$ cat src/rtl/fp16_pkg.sv
// Shared FP16 datapath definitions: binary16 field constants, flag bit positions, and the normalizer state encoding.
// No logic; nothing to time.
// No handshake; imported by the round/pack block and its sub-module.
package fp16_pkg;

  localparam logic [4:0]  EXP_MAX = 5'h1F;
  localparam int          BIAS    = 15;
  localparam logic [15:0] QNAN    = 16'h7E00;

  // Positions inside the 5-bit flag word
  localparam int FLAG_INVALID = 4;
  localparam int FLAG_DIVZERO = 3;
  localparam int FLAG_UF      = 2;
  localparam int FLAG_OF      = 1;
  localparam int FLAG_INEXACT = 0;

  typedef enum logic [1:0] {
    ST_IDLE  = 2'd0,
    ST_SHIFT = 2'd1,
    ST_ROUND = 2'd2,
    ST_OUT   = 2'd3
  } state_t;

endpackage

$ cat src/rtl/round_pack16_if.sv
// Handshake bundle between the significand adder, round_pack16 and its consumer.
// No logic; latency is defined by the block it connects.
// Backpressure: valid/ready on both sides (in_valid/in_ready, out_valid/out_ready).
// Ports: input word (in_exc, in_exc_q, in_invalid, in_sign, in_exp, in_mant) and result (out_q, out_flags).
// master = upstream producer / downstream consumer side; slave = round_pack16.
interface round_pack16_if;
  logic        in_valid;
  logic        in_ready;
  logic        in_exc;
  logic [15:0] in_exc_q;
  logic        in_invalid;
  logic        in_sign;
  logic [6:0]  in_exp;    // signed, biased by 15
  logic [14:0] in_mant;   // carry, hidden, 10 fraction bits, guard, round, sticky
  logic        out_valid;
  logic        out_ready;
  logic [15:0] out_q;
  logic [4:0]  out_flags;

  modport master (
    output in_valid, in_exc, in_exc_q, in_invalid, in_sign, in_exp, in_mant, out_ready,
    input  in_ready, out_valid, out_q, out_flags
  );

  modport slave (
    input  in_valid, in_exc, in_exc_q, in_invalid, in_sign, in_exp, in_mant, out_ready,
    output in_ready, out_valid, out_q, out_flags
  );
endinterface

$ cat src/rtl/fp16_rne_round.sv
// Round-to-nearest-even increment on an aligned 15-bit significand (bit 14 clear on entry).
// Latency: combinational.
// Backpressure: none; pure function of its input.
// Ports: mant in; sig = hidden+fraction after rounding (already renormalised on carry),
// carry = rounding overflowed into bit 14 (caller bumps the exponent), inexact = any of G/R/S set.
module fp16_rne_round (
  input  logic [14:0] mant,
  output logic [10:0] sig,
  output logic        carry,
  output logic        inexact
);
  logic        round_up;
  logic [11:0] rounded;

  // lsb participates only to break an exact tie toward even
  assign round_up = mant[2] & (mant[1] | mant[0] | mant[3]);
  assign rounded  = mant[14:3] + {11'b0, round_up};
  assign carry    = rounded[11];
  // On carry the fraction is all zeros, so dropping the low bit is exact
  assign sig      = carry ? rounded[11:1] : rounded[10:0];
  assign inexact  = |mant[2:0];
endmodule

$ cat src/rtl/round_pack16.sv
// FP16 normalizer/rounder/packer: one shift per cycle, RNE, binary16 pack with INVALID/UF/OF/INEXACT.
// Latency: bypass 1 cycle, normal 3 cycles + 1 per shift (15 right shifts max, 18 cycles).
// Backpressure: in_ready only in IDLE; result held in OUT until out_ready; no accept on the take cycle.
// Ports: clk, rst (async active-high), bus (round_pack16_if.slave).
// Build option: define ROUND16_FTZ_EN to flush tiny results to signed zero instead of denormalizing.
import fp16_pkg::*;

module round_pack16 (
  input  logic           clk,
  input  logic           rst,
  round_pack16_if.slave  bus
);

`ifdef ROUND16_FTZ_EN
  localparam bit FTZ_ON = 1'b1;
`else
  localparam bit FTZ_ON = 1'b0;
`endif

  state_t            state, state_nxt;
  logic              sign_r, invalid_r, ftz_r;
  logic signed [7:0] exp_r;
  logic [14:0]       mant_r;
  logic [3:0]        rcnt_r;
  logic [15:0]       q_r;
  logic [4:0]        flags_r;

  // Shift-stage decisions, in priority order
  logic sh_zero, sh_carry, sh_under, sh_left, sh_flush, sh_done;
  assign sh_zero  = (mant_r == 15'h0);
  assign sh_carry = mant_r[14];
  assign sh_under = (exp_r < 8'sd1);
  assign sh_left  = !mant_r[13] && (exp_r > 8'sd1);
  assign sh_flush = FTZ_ON && !sh_zero && !sh_carry && sh_under;
  assign sh_done  = sh_zero || sh_flush || (!sh_carry && !sh_under && !sh_left);

  // Right shift keeps everything shifted out in the sticky bit. The 15th
  // consecutive one collapses the whole significand into sticky and lands on
  // exp=1, which bounds the latency for very negative exponents.
  logic [14:0]       mant_rsh;
  logic signed [7:0] exp_rsh;
  always_comb begin
    mant_rsh = {1'b0, mant_r[14:2], mant_r[1] | mant_r[0]};
    exp_rsh  = exp_r + 8'sd1;
    if (rcnt_r == 4'd14) begin
      mant_rsh = {14'b0, |mant_r};
      exp_rsh  = 8'sd1;
    end
  end

  // Rounding and packing
  logic [10:0]       rnd_sig;
  logic              rnd_carry, rnd_inexact, tiny;
  logic signed [7:0] exp_rnd;
  logic [15:0]       q_rnd;
  logic [4:0]        flags_rnd;

  fp16_rne_round u_rne (
    .mant    (mant_r),
    .sig     (rnd_sig),
    .carry   (rnd_carry),
    .inexact (rnd_inexact)
  );

  // Subnormal before rounding; anything with exp<1 has been aligned to exp=1 by now
  assign tiny = (exp_r == 8'sd1) && !mant_r[13];

  always_comb begin
    exp_rnd   = exp_r + $signed({7'b0, rnd_carry});
    q_rnd     = {sign_r, 15'h0};
    flags_rnd = 5'b0;
    flags_rnd[FLAG_INVALID] = invalid_r;
    flags_rnd[FLAG_DIVZERO] = 1'b0;
    if (mant_r == 15'h0) begin
      q_rnd = {sign_r, 15'h0};
    end else if (ftz_r || (FTZ_ON && tiny)) begin
      flags_rnd[FLAG_UF]      = 1'b1;
      flags_rnd[FLAG_INEXACT] = 1'b1;
    end else if (exp_rnd >= $signed({3'b000, EXP_MAX})) begin
      q_rnd                   = {sign_r, EXP_MAX, 10'h0};
      flags_rnd[FLAG_OF]      = 1'b1;
      flags_rnd[FLAG_INEXACT] = 1'b1;
    end else begin
      q_rnd                   = {sign_r, (rnd_sig[10] ? exp_rnd[4:0] : 5'd0), rnd_sig[9:0]};
      flags_rnd[FLAG_UF]      = tiny && rnd_inexact;
      flags_rnd[FLAG_INEXACT] = rnd_inexact;
    end
  end

  // FSM: state register
  always_ff @(posedge clk or posedge rst) begin
    if (rst) state <= ST_IDLE;
    else     state <= state_nxt;
  end

  // FSM: next state
  always_comb begin
    state_nxt = state;
    unique case (state)
      ST_IDLE:  if (bus.in_valid) state_nxt = bus.in_exc ? ST_OUT : ST_SHIFT;
      ST_SHIFT: if (sh_done) state_nxt = ST_ROUND;
      ST_ROUND: state_nxt = ST_OUT;
      ST_OUT:   if (bus.out_ready) state_nxt = ST_IDLE;
      default:  state_nxt = ST_IDLE;
    endcase
  end

  // FSM: outputs (in_ready is masked by rst so nothing is taken during reset)
  always_comb begin
    bus.in_ready  = (state == ST_IDLE) && !rst;
    bus.out_valid = (state == ST_OUT);
    bus.out_q     = q_r;
    bus.out_flags = flags_r;
  end

  // Datapath
  always_ff @(posedge clk or posedge rst) begin
    if (rst) begin
      sign_r    <= 1'b0;
      invalid_r <= 1'b0;
      ftz_r     <= 1'b0;
      exp_r     <= 8'sd0;
      mant_r    <= 15'h0;
      rcnt_r    <= 4'd0;
      q_r       <= 16'h0;
      flags_r   <= 5'b0;
    end else begin
      unique case (state)
        ST_IDLE: if (bus.in_valid) begin
          sign_r    <= bus.in_sign;
          invalid_r <= bus.in_invalid;
          ftz_r     <= 1'b0;
          exp_r     <= {bus.in_exp[6], bus.in_exp};
          mant_r    <= bus.in_mant;
          rcnt_r    <= 4'd0;
          if (bus.in_exc) begin
            q_r     <= bus.in_exc_q;
            flags_r <= {bus.in_invalid, 4'b0};
          end
        end
        ST_SHIFT: begin
          if (sh_zero) begin
            mant_r <= mant_r;
          end else if (sh_carry || (sh_under && !sh_flush)) begin
            mant_r <= mant_rsh;
            exp_r  <= exp_rsh;
            rcnt_r <= rcnt_r + 4'd1;
          end else if (sh_flush) begin
            ftz_r <= 1'b1;
          end else if (sh_left) begin
            mant_r <= {mant_r[13:0], 1'b0};
            exp_r  <= exp_r - 8'sd1;
          end
        end
        ST_ROUND: begin
          q_r     <= q_rnd;
          flags_r <= flags_rnd;
        end
        default: ;
      endcase
    end
  end

endmodule
$ cat src/flat_wrapper.sv
// flat-port wrapper written by rule: the top's interface ports become plain ports
module round_pack16_flat 
  (clk, rst, bus_in_valid, bus_in_exc, bus_in_exc_q, bus_in_invalid, bus_in_sign, bus_in_exp, bus_in_mant, bus_out_ready, bus_in_ready, bus_out_valid, bus_out_q, bus_out_flags);
  round_pack16_if bus_i ();
  input  logic clk;
  input  logic rst;
  input wire logic [$bits(bus_i.in_valid)-1:0] bus_in_valid;
  input wire logic [$bits(bus_i.in_exc)-1:0] bus_in_exc;
  input wire logic [$bits(bus_i.in_exc_q)-1:0] bus_in_exc_q;
  input wire logic [$bits(bus_i.in_invalid)-1:0] bus_in_invalid;
  input wire logic [$bits(bus_i.in_sign)-1:0] bus_in_sign;
  input wire logic [$bits(bus_i.in_exp)-1:0] bus_in_exp;
  input wire logic [$bits(bus_i.in_mant)-1:0] bus_in_mant;
  input wire logic [$bits(bus_i.out_ready)-1:0] bus_out_ready;
  output wire logic [$bits(bus_i.in_ready)-1:0] bus_in_ready;
  output wire logic [$bits(bus_i.out_valid)-1:0] bus_out_valid;
  output wire logic [$bits(bus_i.out_q)-1:0] bus_out_q;
  output wire logic [$bits(bus_i.out_flags)-1:0] bus_out_flags;
  assign bus_i.in_valid = bus_in_valid;
  assign bus_i.in_exc = bus_in_exc;
  assign bus_i.in_exc_q = bus_in_exc_q;
  assign bus_i.in_invalid = bus_in_invalid;
  assign bus_i.in_sign = bus_in_sign;
  assign bus_i.in_exp = bus_in_exp;
  assign bus_i.in_mant = bus_in_mant;
  assign bus_i.out_ready = bus_out_ready;
  assign bus_in_ready = bus_i.in_ready;
  assign bus_out_valid = bus_i.out_valid;
  assign bus_out_q = bus_i.out_q;
  assign bus_out_flags = bus_i.out_flags;
  round_pack16 u_core (.clk(clk), .rst(rst), .bus(bus_i));
endmodule
$ cat config.mk
export PLATFORM = sky130hd
export DESIGN_NAME = round_pack16_flat
export DESIGN_NICKNAME = d
export VERILOG_FILES = /design/src/rtl/fp16_pkg.sv /design/src/rtl/round_pack16_if.sv /design/src/rtl/fp16_rne_round.sv /design/src/rtl/round_pack16.sv /design/src/flat_wrapper.sv
export SDC_FILE = /design/constraint.sdc
export NUM_CORES = 1
export LEC_CHECK = 0
export ABC_AREA = 1
export CORE_AREA = 2 2 130 132
export DETAILED_ROUTE_END_ITERATION = 7
export DIE_AREA = 0 0 132 134
export PLACE_DENSITY = 0.39
export SETUP_SLACK_MARGIN = 0.15
export SYNTH_ARGS = -nofsm -noshare
export SYNTH_HDL_FRONTEND = slang
export SYNTH_SLANG_ARGS = --single-unit
export TNS_END_PERCENT = 30
$ cat constraint.sdc
create_clock -name clk -period 5.75 [get_ports clk]
set_input_delay 0.575 -clock clk [delete_from_list [all_inputs] [get_ports clk]]
set_output_delay 0.575 -clock clk [all_outputs]
set_load 0.01 [all_outputs]
# Word-level counts from Yosys, hierarchy flattened
# Cells that the tools add are included.
dict set report word_totals {
  register_bits 52
  input_bits 45
  word_cells 90
  out_inout_bits 23
}
dict set report op_classes {
  bitwise 3
  mux 35
  order_cmp 3
  n_reduce_logical 24
  eq_ne 12
  add_sub_neg 5
}
# cell n
set ops {}
lappend ops {{2-to-1 mux 15 bit} 6}
lappend ops {{2-to-1 mux 8 bit} 5}
lappend ops {{2-to-1 mux 16 bit} 2}
lappend ops {{case mux 16 bit (2 select lines)} 1}
lappend ops {{case mux 15 bit (2 select lines)} 1}
lappend ops {{case mux 8 bit (2 select lines)} 1}
lappend ops {{logical NOT 15 bit} 1}
lappend ops {{2-to-1 mux 5 bit} 3}
lappend ops {{OR reduction 15 bit} 1}
lappend ops {{2-to-1 mux 14 bit} 1}
lappend ops {{adder 12 x 1 -> 12 bit} 1}
lappend ops {{2-to-1 mux 4 bit} 3}
lappend ops {{2-to-1 mux 11 bit} 1}
lappend ops {{case mux 5 bit (2 select lines)} 1}
lappend ops {{adder 8 x 2 -> 8 bit} 1}
lappend ops {{adder 8 x 2 -> 8 bit (second input constant)} 1}
lappend ops {{equality test 8 x 2 -> 1 bit (second input constant)} 1}
lappend ops {{>= comparator 8 x 6 -> 1 bit (second input constant)} 1}
lappend ops {{greater-than comparator 8 x 2 -> 1 bit (second input constant)} 1}
lappend ops {{less-than comparator 8 x 2 -> 1 bit (second input constant)} 1}
lappend ops {{2-to-1 mux 2 bit} 4}
lappend ops {{!= test 2 bit (second input constant)} 4}
lappend ops {{case mux 2 bit (4 select lines)} 1}
lappend ops {{case mux 4 bit (2 select lines)} 1}
lappend ops {{other kinds (20)} 38}

# Longest topological paths before layout
# Gate-level depths: netlist (run 1).
dict set report logic_depth {
  depth_word 9
  ltp_mapped 19
  depth_no_buf 18
}

# Hierarchy
# Synthesis (run 1) repeated with hierarchy kept, for this count alone.
dict set report unflattened {
  cells_unflattened 567
  area_unflattened_um2 4013.8
}
# module area_each_um2 n_inst seq_area_each_um2 cells_per_inst
set modules_own_cells {}
lappend modules_own_cells {round_pack16 3537.1 1 1276.2 478}
lappend modules_own_cells {fp16_rne_round 476.7 1 0.0 89}

# Worst setup path before layout (run 1)
# No wires, ideal clock.
dict set report synth_timing {
  kind {reg2reg}
  from {register u_core.mant_r[5]}
  to {register u_core.q_r[2] (netlist: u_core.bus.out_q[2])}
  required_time_ns 5.677
  synth_period_minus_slack_ns 2.501
  slack_ns 3.249
  stages_incl_launch_ff 18
  setup_ns 0.073
  n_path_buf 2
  arrival_time_ns 2.428
  path_cell_list {dfrtp_1 buf_2 nand2_1 nor2_4 nand4_2 nand2_2 inv_1 ha_1 ha_1 or2_2 nand2_1 nor2_1 nand3_1 nand2_2 nand2_4 buf_6 nand4_2 a21oi_2}
}
dict set report synth_via {
  elab_chain_cells 6
  elab_cells_between_ends 8
  classes_between {add/sub: 2; order compare: 1; mux: 4; reduce/logical: 1}
}
# item line_no
set synth_rtl {}
lappend synth_rtl {{start: declaration} round_pack16.sv:23} ;# logic [14:0] mant_r;
lappend synth_rtl {{start signal: assignment} round_pack16.sv:134} ;# mant_r <= bus.in_mant;
lappend synth_rtl {{start signal: assignment} round_pack16.sv:143} ;# mant_r <= mant_r;
lappend synth_rtl {{start signal: assignment} round_pack16.sv:145} ;# mant_r <= mant_rsh;
lappend synth_rtl {{adder 12 x 1 -> 12 bit} fp16_rne_round.sv:17} ;# assign rounded = mant[14:3] + {11'b0, round_up};
lappend synth_rtl {{adder 8 x 2 -> 8 bit} round_pack16.sv:69} ;# exp_rnd = exp_r + $signed({7'b0, rnd_carry});
lappend synth_rtl {{>= comparator 8 x 6 -> 1 bit} round_pack16.sv:79} ;# end else if (exp_rnd >= $signed({3'b000, EXP_MAX})) begin
lappend synth_rtl {{2-to-1 mux 15 bit} round_pack16.sv:79}
lappend synth_rtl {{2-to-1 mux 15 bit *} round_pack16.sv:74} ;# if (mant_r == 15'h0) begin
lappend synth_rtl {{case mux 16 bit (2 select lines) *} round_pack16.sv:128} ;# unique case (state)
lappend synth_rtl {{end signal: assignment} round_pack16.sv:137} ;# q_r <= bus.in_exc_q;
lappend synth_rtl {{end signal: assignment} round_pack16.sv:156} ;# q_r <= q_rnd;
lappend synth_rtl {{end: declaration} round_pack16.sv:25} ;# logic [15:0] q_r;
# Every way passes the cells marked *; elsewhere a longest branch is shown, timed or not.
# A chain may end at the register's enable or synchronous reset.

# Worst setup path after layout (run 1)
dict set report layout_timing {
  from {register u_core.mant_r[5]}
  to {register u_core.q_r[3] (netlist: u_core.bus.out_q[3])}
}
# Same word-level chain as after synthesis.

==> summary.md, run 1 <==
| Metric | Value |
|---|---|
| Status | `finished, final reports clean` |
| Clock buffer depth | `2` |
| Top cell type's share of synthesized area | `33.5%` |
| Post-synthesis simple-gate area fraction | `36.8%` |
| Mux cell area share after synthesis | `0.590%` |
| Period utilisation layout | `around half` |
| CP cell instances | `nand2_1 > nor2_4 > nand3_1 > nand2_1 > nand2_2 > inv_1 > ha_1 > ha_1 > nand3_2 > o21ai_0 > nand2_1 > nor2_2 > nand2_2 > nand2_4 > nand4_1 > a21oi_1` |
| Synthesis Warnings | `0` |
| Mean post-synth cell area | `6.92 sq um` |
| Wire length per cell | `14.6 microns` |
| Worst Tran Pin Value | `850 ps` |
| Detail Route Antenna Nets | `0` |
| Mapped cell area | `between 3000 and 4000 sq um` |
| DR vias | `3718` |
| Clock buffer count from CTS | `5` |
| Initial DRC count | `172` |
| Metal3 WL | `572 microns` |
| Worst setup SP type | `flip-flop` |
| Hold_sp | `u_core.bus.out_flags[1]$_DFFE_PP0P_` |
| Commonest non-fill, non-tap cell in the layout | `nand2_1` |
| Most frequent cells in the layout | `nand2_1, clkdlybuf4s50_1, nand3_1, dfrtp_1, nor2_1` |
| PwrDens | `~570 nW/um^2` |
| Slew Viols, Final | `0` |
| Max Fclk | `about 330 MHz` |
| Post-synth net total | `608` |
| Complex-gate fraction of the synthesized area | `between 10% and 20%` |
| Latest clock arrival within the worst-skew pair | `between 300 and 400 ps` |
| Cts hold-fix bufs | `0` |
| Adder-Cell Fraction of Synth Area | `3.94%` |
| Crit end category | `flip-flop` |
| Max_slew headroom | `43.2%` |
| Crit path max-delay cell type | `dfrtp_1` |
| CTS root buf | `clkbuf_16` |
| Post-synth top flop | `dfrtp_1` |
| Syn Inst Count | `551` |
| Total chip power | `~2700 uW` |
| Worst path arrival time | `3230 ps` |
| Post-synthesis sequential area ratio | `33.5%` |
| Synthesized flop and latch total | `51` |
| CTS tree | `yes` |
| Vias in the first global route | `3643` |
| Finished Layout Cells | `826` |
| Initial core utilization | `23.4%` |
| IO Count | `68` |
| Port buffer count | `66` |
| Reg2reg setup slack | `2760 ps` |
| Largest net degree at the start of global routing | `52` |
| Asr flop ratio synth | `100%` |
| Hold Path End | `u_core.bus.out_flags[1]$_DFFE_PP0P_` |
| Vias per cell | `4.50` |
| Layout cells sized above 1 | `8.91%` |
| Area leader, netlist | `dfrtp_1` |
| CP Data Required Time | `5990 ps` |
| Placed cells | `818` |
| Leakage | `0.00213 uW` |
| CP max FO | `17` |
| Setup tns final | `0 ps` |
| DP Wirelength | `8.96 mm` |
| Number of flops mapped to enable cells by yosys | `0` |
| Die H | `134 microns` |
| Clock transition at path regs | `80 ps` |
| Fin crit period | `~3000 ps` |
| CP peak stage delay | `roughly 480 ps` |
| Most common cell on crit path | `nand2_1` |
| Core Box Area | `16300 sq um` |
| Placer Congestion | `0.864` |
| Met2 WL | `5.06 mm` |
| Synth top area cells | `dfrtp_1, nand2_1, nand3_1` |
| Row count | `47` |
| R2r endpoint | `u_core.bus.out_q[3]$_DFFE_PP0P_` |
| Final setup vio count | `0` |
| Final Hold Fails | `0` |
| Total of max-cap violations | `0` |
| Final clock skew | `3.11 ps` |
| Final WL | `12.1 mm` |
| RR Startpoint | `u_core.mant_r[5]$_DFFE_PP0P_` |
| Xor-xnor portion of the synthesized cell area | `2.76%` |
| TritonCTS sink count | `between 50 and 60` |
| Setup Buffers After CTS | `0` |
| Hold Path Stages | `2` |
| Die Wd | `132 microns` |
| Top sig layer | `met4` |
| GRT Util Overall | `13.8%` |
| CTS resizes | `0` |
| Reg2Reg Depth | `16` |
| Max IR drop VDD | `between 0.1 and 0.15 mV` |
| Diode count | `0` |
| Final nets | `between 600 and 700` |
| Synth cell types | `37` |
| Htree depth | `2` |
| CP Class | `flip-flop to flip-flop` |
| Hold WC Path Type | `flip-flop to flip-flop` |
| Total congestion overflow | `0` |
| RSZ-0062 raised after global routing | `false` |
| Fillers | `around 1800` |
| TritonRoute pass-1 iters | `4` |
| Area Growth Syn to Fin | `24.8%` |
| # DRC | `0` |
| WL met1 | `6.29 mm` |
| Initial antenna violation count | `0` |
| First-pass GRT wire length | `just under 20 mm` |
| Die ar. | `17700 sq um` |
| Largest family of logic cells by synthesized area | `simple AND/OR/NAND/NOR gates` |
cell usage after synthesis (3+ instances only):
cell type,number
dfrtp_1,51
clkbuf_1,4
buf_2,7
buf_4,4
o21ai_2,13
nand2_1,177
nor3_1,3
a31oi_1,3
inv_2,4
a21oi_1,41
inv_1,39
o21ai_0,24
nand4_1,12
nand2_2,6
nor2_1,46
nand3_1,58
nor2_2,4
buf_6,6
ha_1,12
xor2_1,11
per-stage QoR:
stage | cell area [sq um] | util, % | setup slack (ps) | hold WS, ps
6_report | 4760 | 29.2 | 2760 | 506
5_1_grt | 4760 | 29.2 | 2390 | 533
4_1_cts | 4760 | 29.2 | 2690 | 509
3_5_place_dp | 4610 | 28.3 | 2700 | 490
3_3_place_gp | 4610 | 28.3 | 2690 | 488
2_1_floorplan | 3810 | - | 3250 | 471
worst max path at each step:
stage | slack, ps | startpoint | endpoint
global placement | 2690 | u_core.state[0]$_DFFE_PP0P_ | u_core.bus.out_q[2]$_DFFE_PP0P_
detailed placement | 2700 | u_core.state[0]$_DFFE_PP0P_ | u_core.bus.out_q[2]$_DFFE_PP0P_
global route | 2390 | u_core.mant_r[5]$_DFFE_PP0P_ | u_core.bus.out_q[6]$_DFFE_PP0P_
floorplan | 3250 | u_core.mant_r[5]$_DFFE_PP0P_ | u_core.bus.out_q[2]$_DFFE_PP0P_
finish | 2760 | u_core.mant_r[5]$_DFFE_PP0P_ | u_core.bus.out_q[3]$_DFFE_PP0P_
CTS | 2690 | u_core.state[0]$_DFFE_PP0P_ | u_core.bus.out_q[2]$_DFFE_PP0P_
critical path: cells and delay by family, from the launching register on:
family | cells | cell delay (ps)
simple gates | 11 | 1430
flops | 1 | 480
fa+ha+maj | 2 | 450
compound gates | 2 | 350
buf+inv | 1 | 200
final cells by class:
class / instances / area (sq um) / area share, %
clock buffer: 5 / 125 / 2.63
clock inverter: 3 / 23.8 / 0.499
inverter: 45 / 169 / 3.55
multi-input combinational: 433 / 2210 / 46.4
sequential: 51 / 1280 / 26.8
tap: 220 / 275 / 5.78
timing repair buffer: 69 / 683 / 14.4
sequential cells by signal, indices dropped and copies added (netlist names):
name / cells
u_core.exp_r: 8
u_core.rcnt_r: 4
u_core.invalid_r: 1
u_core.state: 2
u_core.mant_r: 15
u_core.bus.out_q: 16
u_core.sign_r: 1
u_core.bus.out_flags: 4
power by group:
part	leakage, uW	total (uW)	switching (uW)	internal (uW)
logic	0.00144	1650	1050	601
registers	0.000617	733	198	535
clock network	0.0000664	324	160	164
total	0.00213	2710	1410	1300
logic make-up after synthesis:
family | after synthesis
DFF | 51
muxes | 2
adders and majority gates | 12
AOI/OAI and AO/OA | 89
and+or+nand+nor | 317
buffers and inverters | 67
other | 1
xor gates and xnor gates | 12
layer usage:
metal	up-vias	track usage, %
met5	-	0
met4	0	4.59
met3	8	2.49
met2	91	21.2
met1	1717	19.7
li1	1902	-
(Power assumes the default switching activity.)
==> run 2, diff against run 1 <==
clock period = 2.95 ns   (was 5.75 ns; I/O delays follow)
==> summary.md, run 2 (synthesis results as in run 1) <==
| Metric | Value |
|---|---|
| Slew Viols, Final | `0` |
| TritonRoute pass-1 iters | `5` |
| Clock transition at path regs | `80 ps` |
| DP Area | `4720 sq um` |
| CTS tree | `yes` |
| Final clock skew | `12.5 ps` |
| Final Hold Fails | `0` |
| Die Wd | `132 microns` |
| Area Growth Syn to Fin | `29.8%` |
| Layout cells sized above 1 | `around 13%` |
| Total of max-cap violations | `0` |
| Worst Tran Pin Value | `roughly 770 ps` |
| Max IR drop VDD | `0.282 mV` |
| Vias in the first global route | `between 3000 and 4000` |
| Die H | `~130 microns` |
| Diode count | `0` |
| First-pass GRT wire length | `19.8 mm` |
| TritonCTS sink count | `51` |
| Placer Congestion | `0.861` |
| Crit path max-delay cell type | `dfrtp_2` |
| Htree depth | `2` |
| CP Class | `flip-flop to flip-flop` |
| CP peak stage delay | `410 ps` |
| # DRC | `0` |
| CP cell instances | `nand2_1 > nor2_4 > nand4_2 > nand2_2 > inv_2 > ha_2 > ha_2 > or2_2 > nand2_1 > nor2_1 > nand3_1 > nand2_2 > nand2_8 > nand4_1 > a21oi_2` |
| GRT Util Overall | `13.7%` |
| Detail Route Antenna Nets | `0` |
| Vias per cell | `4.44` |
| RSZ-0062 raised after global routing | `false` |
| Clock buffer depth | `2` |
| Max reg flops | `16` |
| DR vias | `between 3000 and 4000` |
| Final WL | `11.9 mm` |
| CP Data Required Time | `3170 ps` |
| Largest net degree at the start of global routing | `27` |
| Final Instance Area | `between 4000 and 5000 sq um` |
| End-of-flow core utilization | `a little under a third` |
| Crit end category | `flip-flop` |
| Latest clock arrival within the worst-skew pair | `300 ps` |
| Core Box Area | `~16000 sq um` |
| Crit path max-delay family | `simple AND/OR/NAND/NOR gates` |
| DP Wirelength | `9.22 mm` |
| Status | `finished, final reports clean` |
| Commonest non-fill, non-tap cell in the layout | `nand2_1` |
| Pre-CTS WS | `a little over 90 ps` |
| Die ar. | `17700 sq um` |
| Leakage | `0.00224 uW` |
| Initial DRC count | `around 150` |
| Worst setup margin | `between 400 and 500 ps` |
| Row count | `47` |
| CP max FO | `17` |
| Max_slew headroom | `48.8%` |
| CTS root buf | `clkbuf_16` |
| PwrDens | `1120 nW/um^2` |
| Final setup vio count | `0` |
| Port buffer count | `66` |
| Worst setup SP type | `flip-flop` |
| Period utilisation layout | `between 80% and 90%` |
| Initial core utilization | `23.4%` |
| Max Fclk | `slightly below 400 MHz` |
| Worst path arrival time | `2740 ps` |
| Clock buffer count from CTS | `5` |
| Fin crit period | `2520 ps` |
| Total congestion overflow | `0` |
| Buf/Inv on CP | `1` |
| Hold WC Path Type | `primary input to async pin` |
| Wire length per cell | `14.1 microns` |
| Final nets | `just under 700` |
| IO Count | `68` |
| Initial antenna violation count | `0` |
| Setup tns final | `0 ps` |
| Most frequent cells in the layout | `nand2_1, clkdlybuf4s50_1, nand3_1, dfrtp_1, nor2_1` |
==> run 2: power by group <==
part           switching, uW  internal [uW]  total [uW]  leakage [uW]
Clock                    275            401         676     0.0000838
Combinational           2170           1340        3500       0.00154
Sequential               301           1050        1350      0.000616
Total                   2740           2780        5530       0.00224
==> run 2: repair_timing <==
item                       in CTS  in global routing
hold buffers                    0                  0
setup endpoints to repair      15                 17
resized for setup               2                  6
setup buffers                   0                  6
pin swaps                       1                  2
==> run 2: final cells by class <==
class,count,area (sq um)
clock buffer,5,125
timing repair buffer,89,833
clock inverter,3,43.8
tap,220,275
multi-input combinational,433,2230
inverter,45,169
fill,1797,11300
sequential,51,1280
==> run 2: per-layer routing <==
layer	track usage [%]	routed length (microns)
met4	3.26	100
met2	21.5	5060
met1	19.6	6230
met3	2.49	521
met5	0	0
==> run 2: stage by stage <==
stage | power, uW | hold slack [ps] | cells
global route | 6100 | 317 | 846
finish | 5530 | 298 | 846
detailed placement | 4830 | 486 | 832
CTS | 5550 | 303 | 840
floorplan | 3770 | 445 | 551
global placement | 4840 | 487 | 832
==> run 2: worst paths after layout <==
kind	start	endpoint	slack, ps	cells after the start
max	u_core.mant_r[2]$_DFFE_PP0P_	u_core.bus.out_q[5]$_DFFE_PP0P_	430	15
min	rst	u_core.bus.out_q[9]$_DFFE_PP0P_	300	2
max reg2reg	u_core.mant_r[2]$_DFFE_PP0P_	u_core.bus.out_q[5]$_DFFE_PP0P_	430	15
min reg2reg	u_core.bus.out_flags[1]$_DFFE_PP0P_	u_core.bus.out_flags[1]$_DFFE_PP0P_	500	2
max in group asynchronous	rst	u_core.mant_r[2]$_DFFE_PP0P_	2020	3
min in group clk	u_core.bus.out_flags[1]$_DFFE_PP0P_	u_core.bus.out_flags[1]$_DFFE_PP0P_	500	2
==> run 2: worst register-to-register path: cells and delay by family (launching register included) <==
kind / cells / cell delay [ps]
AOI/OAI and AO/OA: 1 / 160
adders and majority gates: 2 / 390
buffers and inverters: 1 / 70
DFF: 1 / 410
and+or+nand+nor: 11 / 1420
